**src/rtl/up_count_timer.sv**
```systemverilog
// Programmable up-counting timer: counts 0..limit under start/stop/pause control.
// Build with UPCNT_AUTORELOAD_EN defined to wrap to 0 after the limit instead of stopping.
module up_count_timer #(
  parameter int unsigned WIDTH = 4
) (
  input  logic             clk,
  input  logic             reset,
  input  logic             start,
  input  logic             stop,
  input  logic             pause,
  input  logic [WIDTH-1:0] limit,
  output logic [WIDTH-1:0] count,
  output logic             busy,
  output logic             paused,
  output logic             done
);

  typedef enum logic [1:0] {
    IDLE,
    RUN,
    PAUSE,
    DONE
  } state_t;

  state_t           state_q, state_d;
  logic [WIDTH-1:0] count_d;
  logic [WIDTH-1:0] lim_q, lim_d;
  logic             done_d;
  logic [WIDTH-1:0] count_inc;
  logic [WIDTH-1:0] count_adv;

  assign count_inc = count + WIDTH'(1);

`ifdef UPCNT_AUTORELOAD_EN
  // Wrapping at lim_q (rather than at 2^WIDTH) gives a period of lim_q+1 edges.
  assign count_adv = (count == lim_q) ? '0 : count_inc;
`else
  assign count_adv = count_inc;
`endif

  always_ff @(posedge clk) begin
    if (!reset) begin
      state_q <= IDLE;
      count   <= '0;
      lim_q   <= '0;
      done    <= 1'b0;
    end else begin
      state_q <= state_d;
      count   <= count_d;
      lim_q   <= lim_d;
      done    <= done_d;
    end
  end

  always_comb begin
    state_d = state_q;
    count_d = count;
    lim_d   = lim_q;
    done_d  = done;

    if (stop) begin
      state_d = IDLE;
      count_d = '0;
      done_d  = 1'b0;
    end else if (start) begin
      lim_d   = limit;
      count_d = '0;
`ifdef UPCNT_AUTORELOAD_EN
      state_d = RUN;
      done_d  = (limit == '0);
`else
      if (limit == '0) begin
        state_d = DONE;
        done_d  = 1'b1;
      end else begin
        state_d = RUN;
        done_d  = 1'b0;
      end
`endif
    end else begin
      case (state_q)
        RUN, PAUSE: begin
          if (pause) begin
            state_d = PAUSE;
            done_d  = 1'b0;
          end else begin
            count_d = count_adv;
`ifdef UPCNT_AUTORELOAD_EN
            state_d = RUN;
            done_d  = (count_adv == lim_q);
`else
            if (count_adv == lim_q) begin
              state_d = DONE;
              done_d  = 1'b1;
            end else begin
              state_d = RUN;
              done_d  = 1'b0;
            end
`endif
          end
        end
        default: begin
        end
      endcase
    end
  end

  assign busy   = (state_q == RUN) || (state_q == PAUSE);
  assign paused = (state_q == PAUSE);

endmodule

```
**config.mk**
```make
export PLATFORM = sky130hd
export DESIGN_NAME = up_count_timer
export DESIGN_NICKNAME = d
export VERILOG_FILES = /design/src/rtl/up_count_timer.sv
export SDC_FILE = /design/constraint.sdc
export NUM_CORES = 1
export LEC_CHECK = 0
export CORE_MARGIN = 1
export CORE_UTILIZATION = 25
export CTS_BUF_LIST = sky130_fd_sc_hd__clkbuf_4 sky130_fd_sc_hd__clkbuf_8
export CTS_CLUSTER_DIAMETER = 120
export CTS_CLUSTER_SIZE = 20
export DETAILED_ROUTE_END_ITERATION = 8
export DONT_BUFFER_PORTS = 1
export PLACE_DENSITY = 0.37
export RECOVER_POWER = 100
export SLEW_MARGIN = 20
export SYNTH_ARGS = -nofsm -noshare
export SYNTH_HDL_FRONTEND = slang
export SYNTH_SLANG_ARGS = --single-unit
```
**constraint.sdc**
```tcl
create_clock -name clk -period 1.4 [get_ports clk]
set_input_delay 0.07 -clock clk [delete_from_list [all_inputs] [get_ports clk]]
set_output_delay 0.07 -clock clk [all_outputs]
set_load 0.05 [all_outputs]
```
==> impl_metrics.tcl <==
set metrics [dict create \
    hold_ws_ns 0.0209 \
    area.growth.synth_to_final_pct 37.4 \
    cts.reportedPaths.clkPinSlew_ns 0.07 \
    ant_nets 0 \
    slew-limit-headroom_pct 59.5 \
    cap_viol_max_count 0 \
    total_length_of_routed_wires_um 1400 \
    route.vias.total 472 \
    cts_made_buffers 3 \
    cts_setup_buffers 0 \
    floorplan.die.height_um 48.9 \
    layout_min_cycle_time_ns 1.30 \
    cts_tree "done" \
    mean_number_of_vias_per_cell 4.50 \
    wire_per_inst_um 13.3 \
    synthDominantAreaCellType "sky130_fd_sc_hd__dfxtp_1" \
    worstMarginPinSlew_ns 0.610 \
    syn_area_sq_um 549 \
    max_vdd_drop_v 0.000395 \
    number_of_global_route_vias_before_repair 517 \
    leakage_nw 0.275 \
    timing.setup.critical_path_class "flop to output pin" \
    synth_simple_gate_area_share_pct 21.2 \
    clock-skew-final_ns 0.00280 \
    hold_class "input port to flop" \
    core-area_sq_um 2020 \
    power_density_nw_per_um2 914 \
    cts.sinks 11 \
    synth.mux.area_fraction_pct 9.11 \
    gpl.final_weighted_congestion 0.698 \
    htree_num_levels 1 \
    rsz0062_at_grt "false" \
    critical_path_peak_fanout 5 \
    r2r_cells 5 \
    netlist_instances 59 \
    yosys-top-cells-area "sky130_fd_sc_hd__dfxtp_1 40%, sky130_fd_sc_hd__xnor2_1 9.6%, sky130_fd_sc_hd__mux2i_1 9.1%" \
    worst-endpoint-required_ns 1.33 \
    setup.worst_path.start_class "flop" \
    timing.critical_path.buf_inv 3 \
    clkLatencyLatePin_ns 0.27 \
    placement.setup.worst_slack_ns 0.127 \
    drive_above_1_share_pct 17.9 \
    finish.utilization_pct 37.3 \
    dr.first_iter.drc_count 8 \
    r2r_slack_ns 0.11 \
    placement.io_buffers 0 \
    die_area_sq_um 2390 \
    outcome "complete, no violations" \
    final-hold-violation-count 0 \
    placement_rows 16 \
    avg_inst_size_synth_sq_um 9.31 \
    worst_ep_arrival_time_ns 1.23 \
    ios 16 \
    worst_path_dominant_cell_family "buffers and inverters" \
    slowest_delay_ns 0.32 \
    warnings_synthesis 0 \
    reg2reg_from "count[0]$_SDFFE_PP0P_" \
    grt_pass1_wl_um 2380 \
    slew_viols_final 0 \
    synth_sequential_area_ratio_pct 40.1 \
    detailedRoute.firstPassIterationCount 4 \
    antenna_cells 0 \
    synthAdderAreaFrac_pct 4.56 \
    synth-seq-cells 11 \
    fin_ws_ns 0.101 \
    hp-start "pause" \
    grt_overflow 0 \
    combinational_family_with_the_most_area_after_synthesis "simple AND/OR/NAND/NOR gates" \
    route.detailed.drc 0 \
    fin_nets 90 \
    globalRouteTotalUtil_pct 13.5 \
    min_period_over_period_pct 92.8 \
    synthDistinctLibCells 20 \
    critPathCaptureType "output pin" \
    cts_root_buf "sky130_fd_sc_hd__clkbuf_4" \
    setup-violations-final 0 \
    worstPathCellList "inv_1 > ha_4 > clkinvlp_4 > buf_6" \
    min_delay_worst_endpoint "count[1]$_SDFFE_PP0P_" \
    floorplan.initialDensity_pct 27.2 \
    synth_fp_nets 70 \
    synth_compound_gate_area_share_pct 8.43 \
    n_fill_cell 224 \
    timing.rr.end "done$_SDFFE_PP0P_" \
    tns_ns 0 \
    detailed_place_hpwl_um 966 \
    die_width_um 48.9 \
    clock_path_buffers 2 \
    hold_path_depth 2 \
    synthXorXnorAreaFrac_pct 14.4 \
    maxClockFrequency_ghz 0.770 \
    grt_max_degree 7 \
    post-synth-top-area-fraction_pct 40.1 \
    cp_slowest_cell "sky130_fd_sc_hd__ha_4" \
    antenna_found_initial 0 \
]
## layout by cell type, fill, tap and decap left out, drive strengths merged
cell,instances
dfxtp,11
clkbuf,9
dlygate4sd3,8
nor2b,6
xnor2,6
mux2i,5
nor2,4
nand2,3
xor2,3
o21ai,3
buf,3
nand2b,2
a21oi,2
o21a,2
nand3,2
nor3,2
ha,2
inv,1
clkinvlp,1
nor4,1
nand4b,1
a31oi,1
## how the worst max path moves through the flow
stage                                       start                end  slack, ns  cells past startpoint
after floorplan             count[0]$_SDFFE_PP0P_  done$_SDFFE_PP0P_     -0.004                      5
after global placement      count[1]$_SDFFE_PP0P_  done$_SDFFE_PP0P_       0.15                      5
after detailed placement    count[0]$_SDFFE_PP0P_  done$_SDFFE_PP0P_       0.13                      5
after CTS                 state_q[0]$_SDFFE_PP0P_               busy       0.06                      4
after global routing        count[0]$_SDFFE_PP0P_  done$_SDFFE_PP0P_       0.01                      5
final                     state_q[0]$_SDFFE_PP0P_               busy       0.10                      4
## synth_stat cells (all sizes together)
| master | instances |
|---|---|
| a21oi | 2 |
| a31oi | 1 |
| clkbuf | 1 |
| dfxtp | 11 |
| ha | 2 |
| inv | 2 |
| mux2i | 5 |
| nand2 | 3 |
| nand2b | 2 |
| nand3 | 2 |
| nand4b | 1 |
| nor2 | 4 |
| nor2b | 6 |
| nor3 | 2 |
| nor4 | 1 |
| o21a | 2 |
| o21ai | 3 |
| xnor2 | 6 |
| xor2 | 3 |
## layout make-up
type,count,area (sq um),share of cell area (%)
Sequential cell,11,223,29.5
Clock buffer,4,30.0,3.98
Timing Repair Buffer,16,128,16.9
Tap cell,27,33.8,4.48
Multi-Input combinational cell,45,329,43.6
Inverter,2,11.3,1.49
## kinds of logic (layout without fill, tap and decap cells)
logic type / after synthesis / after routing
AO/OA/AOI/OAI: 8 / 8
multiplexers: 5 / 5
AND/OR/NAND/NOR: 21 / 21
flip-flops: 11 / 11
buffers and inverters: 3 / 22
adder cells (fa/ha/maj): 2 / 2
XOR/XNOR: 9 / 9
## worst reg2reg max path: cells and delay by family (launching register included)
| kind | cells | cell delay, ns |
|---|---|---|
| xor+xnor | 1 | 0.16 |
| compound gates | 1 | 0.16 |
| fa+ha+maj | 1 | 0.32 |
| simple gates | 2 | 0.26 |
| flops | 1 | 0.33 |
## repair_timing
action	CTS	global route
hold buffers	8	0
resized for setup	0	1
setup endpoints to repair	0	1
endpoints found under the hold margin	7	0
## layer usage
| metal | vias to the layer above | wire length [um] | GRT usage [%] |
|---|---|---|---|
| met4 | 0 | 14 | 4.41 |
| li1 | 237 | - | - |
| met3 | 2 | 85 | 6.54 |
| met5 | - | 0 | 0 |
| met1 | 221 | 660 | 15.8 |
| met2 | 12 | 637 | 21.3 |
## through the flow
| step | cells | total power, mW | cell area, sq um |
|---|---|---|---|
| after global routing | 105 | 0.742 | 754 |
| after floorplan | 59 | 0.415 | 568 |
| after global placement | 93 | 0.435 | 657 |
| after detailed placement | 93 | 0.435 | 657 |
| final | 105 | 0.690 | 754 |
| after CTS | 105 | 0.708 | 767 |
## state kept, by name, summed over array words and instances (netlist names)
signal,count
count,4
done,1
lim_q,4
state_q,2
## where the power goes
| group | total (mW) | switching [mW] | leakage (nW) | internal [mW] |
|---|---|---|---|---|
| clock network | 0.242 | 0.113 | 0.0184 | 0.130 |
| registers | 0.329 | 0.00664 | 0.0905 | 0.323 |
| logic | 0.118 | 0.0611 | 0.166 | 0.0569 |
(Power assumes the default switching activity.)
